### src/rtl/abro_stim_driver.sv
// Stimulus driver for the ABRO recognizer: plays a stored (A, B, hold) sequence and scores O.
// Define ABRO_DRV_ABORT_EN to add the abort input that ends a run early with pass=0.
module abro_stim_driver #(
  parameter int unsigned DEPTH     = 8,
  parameter int unsigned DRAIN_CYC = 16
) (
  input  logic       clk,
  input  logic       reset,
  input  logic       clear,
  input  logic       load_valid,
  output logic       load_ready,
  input  logic       load_a,
  input  logic       load_b,
  input  logic [3:0] load_hold,
  input  logic       start,
  input  logic       expect_o,
  output logic       A,
  output logic       B,
  input  logic       O,
  output logic       busy,
  output logic       done,
  output logic       o_seen,
  output logic [7:0] o_cycle,
  output logic       pass
`ifdef ABRO_DRV_ABORT_EN
  ,
  input  logic       abort
`endif
);

  localparam int unsigned IdxW = $clog2(DEPTH);
  localparam int unsigned CntW = IdxW + 1;
  localparam logic [7:0]  DrainLast = 8'(DRAIN_CYC - 1);

  typedef enum logic [1:0] {StIdle, StPlay, StDrain, StDone} state_e;

  state_e            state_q, state_d;
  logic [CntW-1:0]   count_q, count_d;
  logic [IdxW-1:0]   idx_q, idx_d;
  logic [3:0]        hold_cnt_q, hold_cnt_d;
  logic [7:0]        drain_q, drain_d;
  logic [7:0]        run_q, run_d;
  logic              a_q, a_d, b_q, b_d;
  logic              expect_q, expect_d;
  logic              o_seen_q, o_seen_d;
  logic [7:0]        o_cycle_q, o_cycle_d;
  logic              pass_q, pass_d;
  logic              aborted_q, aborted_d;

  logic [DEPTH-1:0]  mem_a, mem_b;
  logic [3:0]        mem_hold [DEPTH];

  logic abort_req;
`ifdef ABRO_DRV_ABORT_EN
  assign abort_req = abort;
`else
  assign abort_req = 1'b0;
`endif

  logic load_fire, start_fire, sample_o, step_end, last_step;
  logic [IdxW-1:0] idx_next;

  assign busy       = (state_q == StPlay) || (state_q == StDrain);
  assign done       = (state_q == StDone);
  assign load_ready = (state_q == StIdle) && (count_q < CntW'(DEPTH)) && !start;
  // clear wins over both load and start when they coincide
  assign load_fire  = load_valid && load_ready && !clear;
  assign start_fire = (state_q == StIdle) && start && !clear && (count_q != '0);
  // Once aborted, the trailing idle cycle no longer captures O
  assign sample_o   = busy && O && !o_seen_q && !aborted_q;
  assign step_end   = (hold_cnt_q == mem_hold[idx_q]);
  assign last_step  = (({1'b0, idx_q} + CntW'(1)) == count_q);
  assign idx_next   = idx_q + IdxW'(1);

  assign A       = a_q;
  assign B       = b_q;
  assign o_seen  = o_seen_q;
  assign o_cycle = o_cycle_q;
  assign pass    = pass_q;

  always_comb begin
    state_d    = state_q;
    count_d    = count_q;
    idx_d      = idx_q;
    hold_cnt_d = hold_cnt_q;
    drain_d    = drain_q;
    run_d      = (busy && run_q != 8'hFF) ? run_q + 8'd1 : run_q;
    a_d        = a_q;
    b_d        = b_q;
    expect_d   = expect_q;
    o_seen_d   = o_seen_q | sample_o;
    o_cycle_d  = sample_o ? run_q : o_cycle_q;
    pass_d     = pass_q;
    aborted_d  = aborted_q;
    unique case (state_q)
      StIdle: begin
        if (clear) begin
          count_d = '0;
        end else if (load_fire) begin
          count_d = count_q + CntW'(1);
        end
        if (start_fire) begin
          state_d    = StPlay;
          expect_d   = expect_o;
          o_seen_d   = 1'b0;
          o_cycle_d  = 8'hFF;
          run_d      = 8'd0;
          idx_d      = '0;
          hold_cnt_d = 4'd0;
          pass_d     = 1'b0;
          aborted_d  = 1'b0;
          a_d        = mem_a[0];
          b_d        = mem_b[0];
        end
      end
      StPlay: begin
        if (abort_req) begin
          // One more A=B=0 cycle via the final drain slot, then DONE
          state_d   = StDrain;
          drain_d   = DrainLast;
          aborted_d = 1'b1;
          a_d       = 1'b0;
          b_d       = 1'b0;
        end else if (step_end) begin
          hold_cnt_d = 4'd0;
          if (last_step) begin
            state_d = StDrain;
            drain_d = 8'd0;
            a_d     = 1'b0;
            b_d     = 1'b0;
          end else begin
            idx_d = idx_next;
            a_d   = mem_a[idx_next];
            b_d   = mem_b[idx_next];
          end
        end else begin
          hold_cnt_d = hold_cnt_q + 4'd1;
        end
      end
      StDrain: begin
        if (abort_req && !aborted_q) begin
          drain_d   = DrainLast;
          aborted_d = 1'b1;
        end else if (drain_q == DrainLast) begin
          state_d = StDone;
          pass_d  = aborted_q ? 1'b0 : (o_seen_d == expect_q);
        end else begin
          drain_d = drain_q + 8'd1;
        end
      end
      StDone: begin
        state_d = StIdle;
      end
      default: begin
        state_d = StIdle;
      end
    endcase
  end

  always_ff @(posedge clk or negedge reset) begin
    if (!reset) begin
      state_q    <= StIdle;
      count_q    <= '0;
      idx_q      <= '0;
      hold_cnt_q <= 4'd0;
      drain_q    <= 8'd0;
      run_q      <= 8'd0;
      a_q        <= 1'b0;
      b_q        <= 1'b0;
      expect_q   <= 1'b0;
      o_seen_q   <= 1'b0;
      o_cycle_q  <= 8'hFF;
      pass_q     <= 1'b0;
      aborted_q  <= 1'b0;
    end else begin
      state_q    <= state_d;
      count_q    <= count_d;
      idx_q      <= idx_d;
      hold_cnt_q <= hold_cnt_d;
      drain_q    <= drain_d;
      run_q      <= run_d;
      a_q        <= a_d;
      b_q        <= b_d;
      expect_q   <= expect_d;
      o_seen_q   <= o_seen_d;
      o_cycle_q  <= o_cycle_d;
      pass_q     <= pass_d;
      aborted_q  <= aborted_d;
    end
  end

  // Sequence storage needs no reset; count_q alone defines valid entries
  always_ff @(posedge clk) begin
    if (load_fire) begin
      mem_a[count_q[IdxW-1:0]]    <= load_a;
      mem_b[count_q[IdxW-1:0]]    <= load_b;
      mem_hold[count_q[IdxW-1:0]] <= load_hold;
    end
  end

endmodule

### config.mk
export PLATFORM = sky130hd
export DESIGN_NAME = abro_stim_driver
export DESIGN_NICKNAME = d
export VERILOG_FILES = /design/src/rtl/abro_stim_driver.sv
export SDC_FILE = /design/constraint.sdc
export NUM_CORES = 1
export LEC_CHECK = 0
export CORE_UTILIZATION = 57
export DETAILED_ROUTE_END_ITERATION = 12
export PLACE_DENSITY_LB_ADDON = 0.3
export SYNTH_ARGS = -nofsm -noshare
export SYNTH_HDL_FRONTEND = slang
export SYNTH_SLANG_ARGS = --single-unit
### constraint.sdc
create_clock -name clk -period 6.4 [get_ports clk]
set_input_delay 1.28 -clock clk [delete_from_list [all_inputs] [get_ports clk]]
set_output_delay 1.28 -clock clk [all_outputs]
set_load 0.01 [all_outputs]
==> run metrics <==
Setup Fix Bufs, Post-CTS=0; layout filler cell count=approximately 540; Setup crit end kind=output pin; Cells after Synth=330; DR WL/cell=~17 microns; CP Class=in -> out; logic gate share of total power=0.384; drt total wl=between 7000 and 8000 microns; worst hold slack=0.494 ns; area leader, netlist=edfxtp_1; core area=around 7200 sq um; DRT Pass-1 Iters=4; synthesized area per cell=~13 sq um; Vias/cell=between 5 and 6; Cell Count, Final, Fillers Out=approximately 460; post-synthesis sequential area ratio=0.589; Clk pwr share=0.187; WP data arrival=about 2.6 ns; CTS buffer count=9; die width=~90 microns; Synth Flop Type=edfxtp_1; GPL Wtd Cong=just under 0.8; final net count=379; Worst-Skew Late Latency=~0.37 ns; leakage=1.81 nW; Async SR Flop Fraction=0.467; Tcrit/Tclk final=0.603; top post-synthesis cells by count=edfxtp_1 (48), nand2_1 (35), dfrtp_1 (34); Critical Path RT=5.12 ns; Port Buffers=27; Synth top area share=0.339; cells along the critical path=clkdlybuf4s50_1 > nor3_1 > clkdlybuf4s50_1; maximum VDD drop=around 0.24 mV; max-cap viol count=0; most used cell, CP=clkdlybuf4s50_1; FF+latch count, synth=90; number of nets with antenna violations after routing=0; DRC viols=0; Largest delay share family, worst path=buffers and inverters; worst reg2reg path depth=7; setup_tns=0 ns; Mapped Nets=roughly 350; RSZ-0062 raised after global routing=no; ant diodes=0; register area=about 2500 sq um; top cells by area, synth=edfxtp_1 (34%), dfrtp_1 (20%), mux4_2 (6.4%), dfstp_2 (4.9%), ha_1 (3.2%); EDFF count, synth=48; CTS Root Cell=clkbuf_8; switching share of power=0.381; most common cell in the netlist=edfxtp_1; global-route wire length before repair=approximately 13000 microns; post-synth design cell area=4250 sq um; row cnt=31; Die H=a little under 90 microns; dpl cell area=roughly 4600 sq um; Pwr Total=2.04 mW; CTS H-tree lvls=3; Critical Path Source=start; Netlist cell types=between 50 and 60; # setup viols final=0; via count=2656; antenna violations before repair=0; Sink Count=90; Fin. Hold Viols=0; Period minus WS final=about 3.9 ns; fmax=about 0.26 GHz; placed insts=between 400 and 500; share of layout cells above drive strength 1=0.153; Slew Limit Fails=0; GR Overflow Total=0; crit path max fanout=3; Worst path max stage delay=about 0.6 ns; Die Area=7800 sq um; Worst Skew=between 0.008 and 0.009 ns; vias in the first global route=roughly 2.6k; Longest Clk Path Bufs=2; slowest cell on the critical path=clkdlybuf4s50_1; I/O Pins=28; reg2reg setup slack=3.12 ns; fin area=roughly 4800 sq um; register share of total power=0.429; worst slack at placement=2.54 ns; Final HPWL DP=5260 microns; worst-margin pin slew=between 0.9 and 1 ns; Multi-input gate area=between 1500 and 2000 sq um; CP endpoint=load_ready; Starting Density=0.589; Critical Path Stages=3; total of warnings raised by yosys=0; gr usage total=0.225; worst r2r src=idx_q[0]; outcome=complete, no violations; r2r endpoint=drain_q[6]; Worst Path Buf+Inv=2; power density cells=roughly 430 nW/um^2; Final WS setup=between 2 and 3 ns; Slew headroom=0.372; Hold Buf Count CTS=0; CTS clk-pin slew, worst paths=roughly 0.10 ns; Post-CTS Resized=0; Syn-to-layout area delta=12.0%; Final Util=0.660; First DRT Iteration DRCs=189; TritonCTS clock tree=done; Net Switching=approximately 0.78 mW; largest net degree at the start of global routing=43; Int Power=1.26 mW; Hold Path Class=reg -> reg; Setup crit start kind=input pin; hold depth=2
[worst min-delay path by stage]
stage	startpoint	to	slack, ns
floorplan	expect_q	expect_q	0.47
global placement	o_cycle[2]	o_cycle[2]	0.48
detailed placement	o_cycle[0]	o_cycle[0]	0.48
CTS	o_cycle[3]	o_cycle[3]	0.50
global route	o_cycle[1]	o_cycle[1]	0.51
finish	o_cycle[6]	o_cycle[6]	0.49
[cell families after synthesis]
family	count (synthesis)	synth area share
compound gates	54	0.0978
xor+xnor	16	0.0347
fa+ha+maj	11	0.0324
buf+inv	26	0.0300
flops	90	0.589
mux	23	0.0910
simple gates	110	0.125
[registers in the layout, summed over array words and instances, names as in the netlist]
signal and flops:
A 1, B 1, count_q 4, drain_q 8
expect_q 1, hold_cnt_q 4, idx_q 3, mem_a 8
mem_b 8, mem_hold 32, o_cycle 8, o_seen 1
pass 1, run_q 8, state_q 2
[power groups by stage]
| stage | clock network [mW] | logic, mW | registers [mW] |
|---|---|---|---|
| global route | 0.409 | 0.873 | 0.893 |
| floorplan | 0 | 0.595 | 0.847 |
| global placement | 0 | 0.757 | 0.879 |
| finish | 0.380 | 0.782 | 0.873 |
| detailed placement | 0 | 0.783 | 0.883 |
| CTS | 0.388 | 0.786 | 0.872 |
[cells in the final DEF (no fill, tap or decap), types with 10 or more instances in the layout]
cell              n
clkdlybuf4s50_1  26
nand2_1          35
ha_1             11
nand3_1          15
dfrtp_1          34
a21oi_1          11
edfxtp_1         48
o21ai_0          10
inv_1            12
mux4_2           12
nor2_1           22
[tightest hold or removal path: cells and delay by family (launching register included)]
kind	cells	cell delay, ns
flops	1	0.38
simple gates	2	0.12
[layer usage]
metal	vias to the layer above	GRT usage	share of wire
li1	1274	-	-
met1	1322	0.324	0.48
met3	9	0.0373	0.031
met4	0	0.0880	0.013
met5	-	0	0
met2	51	0.345	0.48
[final cells by class]
type,instances,area share
clock buffer,9,0.0260
inverter,12,0.00946
multi-input combinational,214,0.341
sequential,90,0.526
tap,99,0.0260
clock inverter,7,0.0142
timing repair buffer,28,0.0573
Note: power is estimated with default switching activity, not from simulation.
